`src/rtl/beam_power_if.sv`:
```
// Sample/result handshake bundle for beam_power_integrator.
// The master drives beam samples and consumes results; the slave is the integrator.
interface beam_power_if #(
    parameter int Y_WORD_LENGTH = 24,
    parameter int ACC_WIDTH     = 32
);
    logic signed [Y_WORD_LENGTH-1:0] I_y;
    logic signed [Y_WORD_LENGTH-1:0] Q_y;
    logic                            in_valid;
    logic                            in_ready;
    logic [3:0]                      n_log2;
    logic [ACC_WIDTH-1:0]            power;
    logic                            out_valid;
    logic                            out_ready;
    logic                            overflow;

    modport master (
        output I_y, Q_y, in_valid, n_log2, out_ready,
        input  in_ready, power, out_valid, overflow
    );

    modport slave (
        input  I_y, Q_y, in_valid, n_log2, out_ready,
        output in_ready, power, out_valid, overflow
    );
endinterface

```
`src/rtl/beam_power_integrator.sv`:
```
// Block integrator of beam power sum(I^2+Q^2) over 2^n_log2 samples, 3-stage pipeline.
// Define BEAM_POW_SAT_EN to saturate the accumulator instead of wrapping on overflow.
module beam_power_integrator #(
    parameter int Y_WORD_LENGTH = 24,
    parameter int SHIFT         = 12,
    parameter int ACC_WIDTH     = 32,
    parameter int MAX_LOG2_N    = 10
) (
    input  logic        clk,
    input  logic        rst_n,
    input  logic        clear,
    beam_power_if.slave bus
);

    localparam int         W     = Y_WORD_LENGTH - SHIFT;
    localparam int         PW    = 2 * W;
    localparam int         CNT_W = MAX_LOG2_N + 1;
    localparam logic [3:0] MAX_N = 4'(MAX_LOG2_N);

    typedef enum logic [1:0] {IDLE, ACC, DRAIN, HOLD} state_t;

    state_t                 state_q;
    logic [CNT_W-1:0]       cnt_q;
    logic [CNT_W-1:0]       cnt_inc_d;
    logic [CNT_W-1:0]       target_d;
    logic [3:0]             n_q;
    logic [3:0]             n_clamp_d;
    logic signed [W-1:0]    s1_i_q, s1_q_q;
    logic signed [W-1:0]    s1_i_d, s1_q_d;
    logic                   s1_v_q, s1_last_q;
    logic                   s2_v_q, s2_last_q;
    logic                   s3_last_q;
    logic signed [PW-1:0]   i_sq_d, q_sq_d;
    logic [PW-1:0]          s2_pow_q, s2_pow_d;
    logic [ACC_WIDTH:0]     acc_sum_d;
    logic [ACC_WIDTH-1:0]   acc_q;
    logic                   acc_ovf_q;
    logic [ACC_WIDTH-1:0]   power_q;
    logic                   overflow_q;
    logic                   in_ready_q;
    logic                   out_valid_q;
    logic                   accept_d;
    logic                   last_d;

    assign accept_d  = bus.in_valid && in_ready_q;
    assign n_clamp_d = (bus.n_log2 > MAX_N) ? MAX_N : bus.n_log2;
    assign cnt_inc_d = cnt_q + CNT_W'(1);
    assign target_d  = CNT_W'(1) << n_q;
    // In IDLE the block length is not latched yet, so the live clamped value decides.
    assign last_d    = (state_q == IDLE) ? (n_clamp_d == 4'd0) : (cnt_inc_d == target_d);

    assign s1_i_d    = W'(bus.I_y >>> SHIFT);
    assign s1_q_d    = W'(bus.Q_y >>> SHIFT);
    assign i_sq_d    = PW'(s1_i_q) * PW'(s1_i_q);
    assign q_sq_d    = PW'(s1_q_q) * PW'(s1_q_q);
    assign s2_pow_d  = i_sq_d + q_sq_d;
    assign acc_sum_d = {1'b0, acc_q} + (ACC_WIDTH + 1)'(s2_pow_q);

    // NOTE: every register here is written with <= so all stages sample pre-edge values
    // and the pipeline shifts by exactly one stage per clock regardless of statement order.
    always_ff @(posedge clk or negedge rst_n) begin
        if (!rst_n) begin
            state_q     <= IDLE;
            cnt_q       <= '0;
            n_q         <= '0;
            s1_i_q      <= '0;
            s1_q_q      <= '0;
            s1_v_q      <= 1'b0;
            s1_last_q   <= 1'b0;
            s2_pow_q    <= '0;
            s2_v_q      <= 1'b0;
            s2_last_q   <= 1'b0;
            s3_last_q   <= 1'b0;
            acc_q       <= '0;
            acc_ovf_q   <= 1'b0;
            power_q     <= '0;
            overflow_q  <= 1'b0;
            in_ready_q  <= 1'b0;
            out_valid_q <= 1'b0;
        end else if (clear) begin
            // NOTE: data registers are zeroed too, not just their valid bits, so a flushed
            // pipeline never carries stale samples into the next block.
            state_q     <= IDLE;
            cnt_q       <= '0;
            s1_i_q      <= '0;
            s1_q_q      <= '0;
            s1_v_q      <= 1'b0;
            s1_last_q   <= 1'b0;
            s2_pow_q    <= '0;
            s2_v_q      <= 1'b0;
            s2_last_q   <= 1'b0;
            s3_last_q   <= 1'b0;
            acc_q       <= '0;
            acc_ovf_q   <= 1'b0;
            power_q     <= '0;
            overflow_q  <= 1'b0;
            in_ready_q  <= 1'b1;
            out_valid_q <= 1'b0;
        end else begin
            s1_v_q    <= accept_d;
            s1_last_q <= accept_d && last_d;
            if (accept_d) begin
                s1_i_q <= s1_i_d;
                s1_q_q <= s1_q_d;
            end
            s2_v_q    <= s1_v_q;
            s2_last_q <= s1_v_q && s1_last_q;
            if (s1_v_q) s2_pow_q <= s2_pow_d;
            s3_last_q <= s2_v_q && s2_last_q;

            if (s2_v_q) begin
`ifdef BEAM_POW_SAT_EN
                if (acc_sum_d[ACC_WIDTH]) begin
                    acc_q     <= '1;
                    acc_ovf_q <= 1'b1;
                end else begin
                    acc_q <= acc_sum_d[ACC_WIDTH-1:0];
                end
`else
                acc_q <= acc_sum_d[ACC_WIDTH-1:0];
                if (acc_sum_d[ACC_WIDTH]) acc_ovf_q <= 1'b1;
`endif
            end

            in_ready_q <= (state_q == IDLE) || (state_q == ACC);

            case (state_q)
                IDLE: begin
                    if (accept_d) begin
                        n_q   <= n_clamp_d;
                        cnt_q <= CNT_W'(1);
                        if (last_d) begin
                            state_q    <= DRAIN;
                            in_ready_q <= 1'b0;
                        end else begin
                            state_q <= ACC;
                        end
                    end
                end
                ACC: begin
                    if (accept_d) begin
                        cnt_q <= cnt_inc_d;
                        if (last_d) begin
                            state_q    <= DRAIN;
                            in_ready_q <= 1'b0;
                        end
                    end
                end
                DRAIN: begin
                    if (s3_last_q) begin
                        power_q     <= acc_q;
                        overflow_q  <= acc_ovf_q;
                        out_valid_q <= 1'b1;
                        state_q     <= HOLD;
                    end
                end
                HOLD: begin
                    if (bus.out_ready) begin
                        out_valid_q <= 1'b0;
                        acc_q       <= '0;
                        acc_ovf_q   <= 1'b0;
                        cnt_q       <= '0;
                        state_q     <= IDLE;
                        in_ready_q  <= 1'b1;
                    end
                end
                default: state_q <= IDLE;
            endcase
        end
    end

    assign bus.in_ready  = in_ready_q;
    assign bus.out_valid = out_valid_q;
    assign bus.power     = power_q;
    assign bus.overflow  = overflow_q;

endmodule

```
`src/flat_wrapper.sv`:
```
// flat-port wrapper written by rule: the top's interface ports become plain ports
module beam_power_integrator_flat 
#(
    parameter int Y_WORD_LENGTH = 24,
    parameter int SHIFT         = 12,
    parameter int ACC_WIDTH     = 32,
    parameter int MAX_LOG2_N    = 10
)
  (clk, rst_n, clear, bus_I_y, bus_Q_y, bus_in_valid, bus_n_log2, bus_out_ready, bus_in_ready, bus_power, bus_out_valid, bus_overflow);
  beam_power_if #(.Y_WORD_LENGTH(Y_WORD_LENGTH), .ACC_WIDTH(ACC_WIDTH)) bus_i ();
  input  logic clk;
  input  logic rst_n;
  input  logic clear;
  input wire logic [$bits(bus_i.I_y)-1:0] bus_I_y;
  input wire logic [$bits(bus_i.Q_y)-1:0] bus_Q_y;
  input wire logic [$bits(bus_i.in_valid)-1:0] bus_in_valid;
  input wire logic [$bits(bus_i.n_log2)-1:0] bus_n_log2;
  input wire logic [$bits(bus_i.out_ready)-1:0] bus_out_ready;
  output wire logic [$bits(bus_i.in_ready)-1:0] bus_in_ready;
  output wire logic [$bits(bus_i.power)-1:0] bus_power;
  output wire logic [$bits(bus_i.out_valid)-1:0] bus_out_valid;
  output wire logic [$bits(bus_i.overflow)-1:0] bus_overflow;
  assign bus_i.I_y = bus_I_y;
  assign bus_i.Q_y = bus_Q_y;
  assign bus_i.in_valid = bus_in_valid;
  assign bus_i.n_log2 = bus_n_log2;
  assign bus_i.out_ready = bus_out_ready;
  assign bus_in_ready = bus_i.in_ready;
  assign bus_power = bus_i.power;
  assign bus_out_valid = bus_i.out_valid;
  assign bus_overflow = bus_i.overflow;
  beam_power_integrator #(.Y_WORD_LENGTH(Y_WORD_LENGTH), .SHIFT(SHIFT), .ACC_WIDTH(ACC_WIDTH), .MAX_LOG2_N(MAX_LOG2_N)) u_core (.clk(clk), .rst_n(rst_n), .clear(clear), .bus(bus_i));
endmodule
```
`config.mk`:
```
export PLATFORM = sky130hd
export DESIGN_NAME = beam_power_integrator_flat
export DESIGN_NICKNAME = d
export VERILOG_FILES = /design/src/rtl/beam_power_if.sv /design/src/rtl/beam_power_integrator.sv /design/src/flat_wrapper.sv
export SDC_FILE = /design/constraint.sdc
export NUM_CORES = 1
export LEC_CHECK = 0
export ABC_AREA = 1
export CORE_MARGIN = 5
export CORE_UTILIZATION = 55
export CTS_BUF_LIST = sky130_fd_sc_hd__clkbuf_16
export DETAILED_ROUTE_END_ITERATION = 8
export GPL_TIMING_DRIVEN = 0
export HOLD_SLACK_MARGIN = 0.06
export PLACE_DENSITY_LB_ADDON = 0.1
export SYNTH_ARGS = -nofsm -noshare
export SYNTH_HDL_FRONTEND = slang
export SYNTH_SLANG_ARGS = --single-unit
```
`constraint.sdc`:
```
create_clock -name clk -period 6.3 [get_ports clk]
set_clock_uncertainty 0.1 [all_clocks]
set_input_delay 1.26 -clock clk [delete_from_list [all_inputs] [get_ports clk]]
set_output_delay 1.26 -clock clk [all_outputs]
set_load 0.02 [all_outputs]
```
# Word level (Yosys, flattened, before mapping)
# Index checks and enable logic that the tools add are counted.
# Widths: inputs -> output; s select.
# classes
addsub	3
n_mul	2
magnitude_cmp	1
n_eq_ne	9
n_shift	1
n_mux	50
n_bitwise	1
reduce_logical	19
# ops
operator	count
$mux 32	7
$mul 12x12->24	2
$mux 12	4
$mux 24	2
$mux 11	4
$add 32x24->33	1
$pmux 11 s3	1
$add 24x24->24	1
$mux 1	21
$mux 2	7
$ne 3x2->1 const B	4
$add 11x1->11 const B	1
$eq 11x11->1	1
$shl 1x4->11 const A	1
$pmux 2 s4	1
$reduce_bool 2->1	4
$reduce_and 3->1	2
$reduce_and 5->1	1
$eq 2x2->1 const B	2
$gt 4x4->1 const B	1
$logic_and 1x1->1	4
$logic_not 4->1	1
$mux 4	1
$pmux 1 s2	2
other kinds (10)	10
# word_totals
regBits	138
in_bits	57
out_inout_bits	35
wordCells	103

# Longest topological paths before layout
# Gate-level depths: netlist (run 1).
# logic_depth
depth_word	8
ltp_mapped	28
mapped_depth_nobuf	27

# Worst setup path after synthesis (run 1)
# No wires, ideal clock.
# synth_path
kind	reg2reg
startpoint	register u_core.s1_q_q[11]
endpoint	register u_core.s2_pow_q[18]
setup_time_ns	0.076
arrival_ns	5.925
t_required_ns	6.124
slack_ns	0.199
path_stages_with_launch	24
path_buffers	1
synth_period_minus_slack_ns	6.101
cell_sequence	dfrtp_1 clkbuf_1 nand2_1 fa_1 inv_1 fa_1 fa_1 fa_1 fa_1 fa_1 inv_1 fa_1 inv_1 ha_1 a21oi_1 a21boi_0 nand3_1 nand3_1 nand2_1 nand2_1 nand2_1 nand2_1 nand2_1 o21ai_1
# synth_between
elab_chain_cells	4
# synth_rtl
item	line_no	rtl
from (decl)	beam_power_integrator.sv:28	logic signed [W-1:0] s1_i_q, s1_q_q;
from (signal assigned)	beam_power_integrator.sv:104	s1_q_q <= s1_q_d;
$mul 12x12->24	beam_power_integrator.sv:55	assign q_sq_d = PW'(s1_q_q) * PW'(s1_q_q);
$add 24x24->24	beam_power_integrator.sv:56	assign s2_pow_d = i_sq_d + q_sq_d;
$mux 24	beam_power_integrator.sv:108	if (s1_v_q) s2_pow_q <= s2_pow_d;
$mux 24	beam_power_integrator.sv:80	end else if (clear) begin
to (signal assigned)	beam_power_integrator.sv:108	
to (decl)	beam_power_integrator.sv:34	logic [PW-1:0] s2_pow_q, s2_pow_d;
# Every way passes these cells. The select of a mux whose other input is x is not followed.
# A chain may end at the register's enable or synchronous reset.

# Worst setup path after layout (run 1)
# layout_path
startpoint	register u_core.s1_i_q[1]
endpoint	register u_core.s2_pow_q[21]
# layout_between
elab_chain_cells	4
# layout_rtl
item	line_no	rtl
from (decl)	beam_power_integrator.sv:28	
from (signal assigned)	beam_power_integrator.sv:103	s1_i_q <= s1_i_d;
$mul 12x12->24	beam_power_integrator.sv:54	assign i_sq_d = PW'(s1_i_q) * PW'(s1_i_q);
$add 24x24->24	beam_power_integrator.sv:56	
$mux 24	beam_power_integrator.sv:108	
$mux 24	beam_power_integrator.sv:80	
# Every way passes these cells. The select of a mux whose other input is x is not followed.

==> results of run 1 <==
[power by group through the flow]
| stage | Clock, mW | Sequential (mW) | Combinational, mW |
|---|---|---|---|
| 6_report | 1.16 | 1.14 | 4.82 |
| 4_1_cts | 1.17 | 1.14 | 4.01 |
| 2_1_floorplan | 0 | 1.12 | 2.63 |
| 3_5_place_dp | 0 | 1.15 | 3.67 |
| 5_1_grt | 1.21 | 1.16 | 5.38 |
| 3_3_place_gp | 0 | 1.15 | 3.59 |
[state kept, by name (all words and copies together) (netlist names)]
name	cells
u_core.state_q	2
u_core.s1_last_q	1
u_core.acc_q	32
u_core.s2_pow_q	24
u_core.s2_last_q	1
u_core.n_q	4
u_core.bus.out_valid	1
u_core.bus.overflow	1
u_core.s1_v_q	1
u_core.s1_i_q	12
u_core.s3_last_q	1
u_core.s2_v_q	1
u_core.bus.power	32
u_core.cnt_q	11
u_core.acc_ovf_q	1
u_core.s1_q_q	12
u_core.bus.in_ready	1
[worst paths after layout]
kind	from	end	slack, ns	depth (start not counted)
worst max register to register	u_core.s1_i_q[1]	u_core.s2_pow_q[21]	0.01	24
max in group asynchronous	rst_n	u_core.s1_q_q[2]	4.53	2
min in group asynchronous	rst_n	u_core.bus.overflow	0.72	1
worst max-delay path	u_core.s1_i_q[1]	u_core.s2_pow_q[21]	0.01	24
worst min register to register	u_core.s1_last_q	u_core.s2_last_q	0.38	2
worst min-delay path	u_core.s1_last_q	u_core.s2_last_q	0.38	2
[through the flow]
stage / area, sq um / hold slack, ns / util, % / std cells
2_1_floorplan: 17700 / 0.349 / - / 2167
3_3_place_gp: 18900 / 0.357 / 59.6 / 2635
3_5_place_dp: 18900 / 0.370 / 59.7 / 2636
4_1_cts: 19900 / 0.386 / 62.9 / 2677
5_1_grt: 20600 / 0.428 / 65.1 / 2711
6_report: 20600 / 0.384 / 65.1 / 2711
[per-layer routing]
| layer | track usage [%] | wire (um) | up-vias |
|---|---|---|---|
| met2 | 40.4 | 21200 | 379 |
| met4 | 6.23 | 1020 | 2 |
| li1 | - | - | 6776 |
| met5 | 0 | 18 | - |
| met1 | 38.6 | 20100 | 6954 |
| met3 | 4.28 | 3050 | 59 |
[final cells by class]
class	instances	area, sq um
repair buffers	112	1110
clock buffers	17	425
fillers	2697	11100
inverters	557	2100
well taps	402	503
flip-flops and latches	138	3470
clock inverters	15	221
plain buffers	55	404
multi-input cells	1415	12300
[cell usage in the layout (no fill, tap or decap), drive strengths merged, types with 2 or more instances in the layout]
cell type | netlist | layout
o31ai | 3 | 3
o21bai | 8 | 8
nand3b | 5 | 5
inv | 556 | 560
or2 | 3 | 3
nor3 | 14 | 14
nand4 | 12 | 12
nand3 | 83 | 83
xor2 | 21 | 21
buf | 8 | 70
fa | 282 | 282
dfrtp | 138 | 138
a22o | 5 | 5
nor4 | 2 | 2
xnor2 | 15 | 15
a21o | 7 | 7
o22ai | 10 | 10
bufinv | 0 | 5
a21boi | 4 | 4
nand2 | 437 | 437
o211ai | 10 | 10
ha | 121 | 121
clkinv | 1 | 4
clkbuf | 49 | 49
o21ai | 104 | 104
a31oi | 3 | 3
a21oi | 97 | 97
clkdlybuf4s50 | 0 | 65
nor2 | 158 | 158
a31o | 3 | 3
clkinvlp | 0 | 3
[logic make-up (layout without fill, tap and decap cells)]
logic type / count (synthesis) / in the layout / share of synthesized area (%)
and+or+nand+nor: 717 / 717 / 16.8
buffers and inverters: 614 / 756 / 13.1
adders and majority gates: 403 / 403 / 40.5
AOI/OAI and AO/OA: 259 / 259 / 8.33
DFF: 138 / 138 / 19.5
xor gates and xnor gates: 36 / 36 / 1.78
[what timing repair did]
item | CTS | global route
buffers inserted | 11 | 32
gates resized for setup | 89 | 129
setup endpoints to repair | 15 | 13
pin swaps | 8 | 59
cloned | 0 | 2
[worst min-delay path, stage by stage (launching register included)]
cell and delay (ns):
sky130_fd_sc_hd__dfrtp_1 0.33, sky130_fd_sc_hd__nand2_1 0.05, sky130_fd_sc_hd__nor2_1 0.07
==> summary by stage, run 1 <==
Run status
The run finished with clean final reports.

Power
The clock group share of total power is 16.3%. The fraction of power consumed by combinational cells is 67.7%. The completed layout was analyzed and its total power is 7.13 mW.

Net switching is 48.8% of the power. The standby leakage power is 11.1 nW. The part of the total power dissipated in sequential elements is 16.0%. VDD sags by at most 0.406 mV. The switching component of the power is 3.48 mW. The internal power is 3.65 mW.

Power spread over the standard cell area amounts to 346 nW/um^2.

Setup path
The cell seen most often among critical-path stages is sky130_fd_sc_hd__fa_1. At the worst endpoint, the required time is 6.52 ns. Traced cell by cell, the critical path runs through buf_8, nand2_2, inv_2, fa_2, fa_2, clkinvlp_4, buf_4, fa_1, inv_1, fa_1, fa_1, fa_1, inv_1, fa_1, inv_1, ha_4, a21o_1, nand3_1, nand2_1, a21oi_1, o211ai_1, buf_4, o21ai_1, nand2_1. The worst setup path is captured at a register. The arrival time reported for the critical path endpoint is 6.51 ns.

The nature of the critical path startpoint is a register. The worst path buffer plus inverter count is 8. The largest single stage delay on the critical path is 0.67 ns.

Along the worst path, the maximum fanout reaches 5. The kind of cell adding the most delay to the critical path is adder cells. On the critical path, the stage with the largest delay is an instance of sky130_fd_sc_hd__fa_2. By startpoint and endpoint, the worst setup path is classified as register to register.

Global routing
The first global-routing pass estimated 73600 um of wire. The overall routing resource usage is 26.0%. The pin count of the biggest net entering global routing is 72.

The initial antenna violation count came to 1. The number of global-route vias before repair is 14295. Global routing finished with a remaining overflow of 0.

Floorplan
The die span in x is 189 um. Once the floorplan was initialized, standard cells occupied 55.9% of the core. The vertical extent of the die is 189 um. The area of the die is 35800 sq um.

The core region is 31600 sq um. The floorplan has 65 rows. Pin placement for this block handled 92 I/O pins.

Finish
The net total in the final layout is 2756. Of the cells placed in the final design, the portion with a size suffix greater than 1 is 10.5%. Relative to the synthesized area, the layout overhead comes to 16.3%. The count of inserted antenna diode cells is 0.

Clock network
The number of buffers on the longest clock path is 2. The clock insertion delay at the later pin of the skew report is 0.44 ns. After clock tree synthesis, the clock-pin slew on the worst setup and hold paths is 0.07 ns. The clock net in this run drives a total of 138 sinks. Clock tree synthesis selected as its root buffer the cell sky130_fd_sc_hd__clkbuf_16. Counting the buffers created by CTS gives 17. The count of hold buffers inserted by post-cts repair is 0. The TritonCTS clock tree is done.

The H-tree generated during clock tree synthesis spans 4 levels.

Synthesis
The flip-flop and latch count after synthesis is 138. The unique cell type count in the Yosys netlist is 49. The portion of synthesized cell area occupied by the leading cell type is 31.9%.

The cell with the most instances after synthesis is sky130_fd_sc_hd__inv_1. The number of instances in the synthesized netlist is 2167. The most used flip-flop cell after synthesis is sky130_fd_sc_hd__dfrtp_1.

The number of nets in the synthesized netlist is 2627. The async set-or-reset flop fraction in the synthesized netlist is 100%. The Yosys step of the flow raised 0 warnings. The cell type with the largest total area after synthesis is sky130_fd_sc_hd__fa_1.

The synthesized cell area is 17700 sq um. Counting instances in the post-synthesis netlist gives the leading cell types as sky130_fd_sc_hd__inv_1, sky130_fd_sc_hd__nand2_1, sky130_fd_sc_hd__fa_1. Sorting the synthesized cells by area gives the leading types as sky130_fd_sc_hd__fa_1, sky130_fd_sc_hd__dfrtp_1, sky130_fd_sc_hd__inv_1, sky130_fd_sc_hd__nand2_1, sky130_fd_sc_hd__ha_1. In this run, synthesis inferred 0 flip-flops with an integrated enable. The sequential-to-total area share from yosys stat is 19.5%. After synthesis, the mean cell area works out to 8.16 sq um.

Timing
The post-route worst setup slack is 0.0105 ns. The max-slew violation total from the final report is 0. The worst slew margin relative to its limit is 38.8%. For the pin with the worst max-slew slack, the measured transition is 0.919 ns. The clock period minus worst slack is 6.29 ns. The final count of hold timing violations was 0.

After routing, the total negative slack on setup checks comes to 0 ns. Setup violations remaining at the end of the flow were counted as 0. The maximum achievable frequency is 159 MHz.

Dividing the final minimum period by the clock period gives 99.8%. Setup repair after global routing could not meet its margin everywhere.

Detailed routing
In this run the remaining antenna-violating nets after routing total 0. The total wirelength of the detailed-routed design is 45300 um. The first detailed-routing pass took 5 iterations. The via total after detailed routing is 14170.

For this block, the initial DRC count from the detailed router was 907. The average via count per standard cell is 5.23. The number of DRC violations after detailed routing is 0. After detailed routing, the average wire length per cell comes to 16.7 um.

Place
Once detailed placement completed, the half-perimeter wirelength came to 36100 um. The port buffer count is 66. At the end of routability-driven placement, the weighted congestion stood at 0.952. Prior to clock tree synthesis, the placed netlist has a worst setup slack of -0.759 ns.

Job
The total of max-cap violations is 0.

Worst hold path
The worst hold path belongs to the class register to register.
No activity file was read; power rests on OpenSTA's default activity.
==> run 2: changes to the inputs <==
--- a/config.mk
+++ b/config.mk
@@ -6,6 +6,7 @@
 export NUM_CORES = 1
 export LEC_CHECK = 0
 export ABC_AREA = 1
+export CORE_ASPECT_RATIO = 0.5
 export CORE_MARGIN = 5
 export CORE_UTILIZATION = 55
 export CTS_BUF_LIST = sky130_fd_sc_hd__clkbuf_16
@@ -13,6 +14,7 @@
 export GPL_TIMING_DRIVEN = 0
 export HOLD_SLACK_MARGIN = 0.06
 export PLACE_DENSITY_LB_ADDON = 0.1
+export SLEW_MARGIN = 20
 export SYNTH_ARGS = -nofsm -noshare
 export SYNTH_HDL_FRONTEND = slang
 export SYNTH_SLANG_ARGS = --single-unit
==> summary by stage, run 2 (same netlist as run 1, synthesis figures left out) <==
Run status
The run finished with clean final reports.

Finish
The proportion of layout cells with a drive suffix above 1 is 9.44% (-1.1 points). The count of inserted antenna diode cells was 0 (unchanged). The count of filler cells inserted in the layout came to 2804 (+4.0%). The final cell area excluding filler cells is 20300 sq um (-1.3%). The area added between synthesis and finish is 14.8%. In the layout the commonest cells are sky130_fd_sc_hd__inv_1, sky130_fd_sc_hd__nand2_1, sky130_fd_sc_hd__fa_1, sky130_fd_sc_hd__nor2_1, sky130_fd_sc_hd__dfrtp_1. The library cell used most frequently in the layout, excluding fill and tap cells, is sky130_fd_sc_hd__inv_1. The net total in the final layout is 2746 (-0.36%).

Timing
The final worst-path cycle share is 99.3% (-0.50 points). The count of endpoints failing setup in the final report came to 0 (unchanged). The max-slew violation total from the final report is 0 (unchanged). The worst hold margin is 0.384 ns (+0.000199 ns).

Setup repair after global routing could not meet its margin everywhere. The maximum achievable frequency came to 160 MHz (+0.50%). The transition at the pin with the smallest max-transition slack is 1.07 ns (+0.149 ns).

The final count of hold timing violations was 0 (unchanged). The worst slew margin relative to its limit came to 28.8% (-9.9 points). The clock period minus worst slack came to 6.26 ns (-0.0313 ns). The post-route worst setup slack is 0.0418 ns (+0.0313 ns).

Detailed routing
The via total after detailed routing is 14042 (-0.90%). The wire length per cell after detailed routing came to 16.2 um (-3.0%). The iteration-0 DRC count of the detailed router is 891 (-1.8%). The number of routed nets with antenna violations is 0 (unchanged).

The average via count per standard cell is 5.14 (-1.6%). The total wirelength of the detailed-routed design is 44300 um (-2.3%). The number of DRC violations after detailed routing is 0 (unchanged). The number of detailed-routing iterations run before antenna repair is 5 (unchanged).

Floorplan
The vertical extent of the die was 137 um (-28%). The boundary pin count was 92 (unchanged). The die span in x is 264 um (+39%). The cell row count is 46 (-29%). The starting density of the core is 55.8% (-0.13 points). The area of the die was 36100 sq um (+0.61%). The core region area is 31700 sq um (+0.24%).

Clock network
The total CTS buffers came to 17 (unchanged). CTS placed an instance of sky130_fd_sc_hd__clkbuf_16 at the clock tree root. The maximum level of the CTS H-tree came to 4 (unchanged). The number of buffers on the longest clock path was 2 (unchanged). The count of hold buffers inserted by post-cts repair is 0 (unchanged). The clock insertion delay at the later pin of the skew report came to 0.45 ns (about the same). The clock-pin transition on the worst setup and hold timing paths is 0.06 ns (about the same).

The total clock sinks is 138 (unchanged). TritonCTS built the clock tree.

Power
The largest voltage drop on the vdd net was 0.340 mV (-16%). The total power divided by cell area is 341 nW/um^2 (-1.6%). The standby leakage power is 11.0 nW (-1.2%).

Place
The routability congestion estimate from global placement is 0.941 (-1.2%). The post-place setup slack is -0.902 ns (-0.143 ns). The post-place instance area is 18900 sq um (+0.22%). The HPWL after detailed placement is 35900 um (-0.65%). The port buffer count came to 66 (unchanged).

Global routing
The initial antenna violation count is 0 (-1). The overall routing resource usage came to 25.5% (-0.52 points). The global-route wire length before repair is 72100 um (-2.1%). The pin count of the biggest net entering global routing is 77 (+6.9%). The number of global-route vias before repair is 14142 (-1.1%). The global-route congestion overflow total was 0 (unchanged).

Setup path
The nature of the critical path startpoint is a register. The worst setup path is captured at a register. The required arrival time at the worst endpoint was 6.52 ns (about the same).

The arrival time reported for the critical path endpoint is 6.48 ns (-0.03 ns). The reg2reg setup slack came to 0.04 ns (+0.03 ns). The highest fanout seen on the critical path was 6 (+1). The critical path is of the register to register type.

Job
The total of max-cap violations is 0 (unchanged).

Worst hold path
The path class of the tightest hold or removal check is register to register.
-- run 2: cell count changes in the layout (fill, tap and decap cells not counted), moves of 5 or more --
| cell | before | now |
|---|---|---|
| sky130_fd_sc_hd__inv_2 | 12 | 7 |
| sky130_fd_sc_hd__buf_4 | 44 | 39 |
| sky130_fd_sc_hd__nand2_1 | 412 | 420 |
| sky130_fd_sc_hd__nand2_2 | 22 | 16 |
| sky130_fd_sc_hd__inv_1 | 543 | 549 |
-- run 2: final cells by class --
type,count,area (sq um),area share [%]
Multi-Input combinational cell,1415,12300,60.4
Sequential cell,138,3470,17.1
Inverter,557,2100,10.3
Timing Repair Buffer,103,980,4.82
Tap cell,432,541,2.66
Clock buffer,17,425,2.09
Buffer,54,373,1.84
Clock inverter,15,161,0.795
-- run 2: path summary, 6_finish.rpt --
path,end,cells past startpoint,from
min in group asynchronous,u_core.cnt_q[7],1,rst_n
setup / recovery,u_core.s2_pow_q[22],21,u_core.s1_i_q[11]
hold / removal,u_core.s3_last_q,2,u_core.s2_last_q
setup reg to reg,u_core.s2_pow_q[22],21,u_core.s1_i_q[11]
hold reg to reg,u_core.s3_last_q,2,u_core.s2_last_q
max in group asynchronous,u_core.s1_q_q[3],2,rst_n
-- run 2: through the flow --
| stage | total power, mW | cells | TNS [ns] | util, % |
|---|---|---|---|---|
| final | 6.92 | 2731 | 0 | 64.1 |
| after CTS | 6.11 | 2701 | -0.0188 | 62.3 |
| after global routing | 7.53 | 2731 | -0.232 | 64.1 |
| after floorplan | 3.75 | 2167 | 0 | - |
| after detailed placement | 4.86 | 2666 | -8.61 | 59.7 |
| after global placement | 4.79 | 2665 | -267.82 | 59.6 |
-- run 2: per-layer routing --
layer	global-route usage, %	up-vias	wire length (um)
li1	-	6748	-
met1	34.8	6929	20100
met2	42.9	316	21100
met3	4.74	49	2170
met4	6.18	0	915
met5	0	-	0
-- run 2: report_power, final --
part | internal, mW | total (mW) | switching [mW]
sequential | 1.01 | 1.14 | 0.131
clock | 0.589 | 1.04 | 0.446
combinational | 1.88 | 4.75 | 2.87
total | 3.48 | 6.92 | 3.45
-- run 2: what timing repair did --
item | in CTS | in global routing
gates resized for setup | 80 | 113
endpoints found under the hold margin | 0 | 0
buffers inserted | 6 | 30
setup endpoints to repair | 15 | 12
pin swaps | 3 | 32
-- run 2: worst max-delay path, cell delays in order (launching register included) --
cell and delay, ns:
sky130_fd_sc_hd__dfrtp_2 0.47, sky130_fd_sc_hd__buf_4 0.17, sky130_fd_sc_hd__nand2_1 0.05, sky130_fd_sc_hd__inv_1 0.07, sky130_fd_sc_hd__fa_2 0.71, sky130_fd_sc_hd__fa_2 0.51
sky130_fd_sc_hd__buf_4 0.18, sky130_fd_sc_hd__fa_1 0.51, sky130_fd_sc_hd__fa_2 0.46, sky130_fd_sc_hd__fa_1 0.50, sky130_fd_sc_hd__fa_1 0.49, sky130_fd_sc_hd__inv_1 0.06
sky130_fd_sc_hd__fa_1 0.48, sky130_fd_sc_hd__inv_1 0.05, sky130_fd_sc_hd__ha_2 0.41, sky130_fd_sc_hd__nand2_1 0.14, sky130_fd_sc_hd__nor3_2 0.30, sky130_fd_sc_hd__nand4_1 0.17
sky130_fd_sc_hd__nand3_2 0.10, sky130_fd_sc_hd__a21oi_1 0.06, sky130_fd_sc_hd__o21ai_1 0.11, sky130_fd_sc_hd__nand2_1 0.06
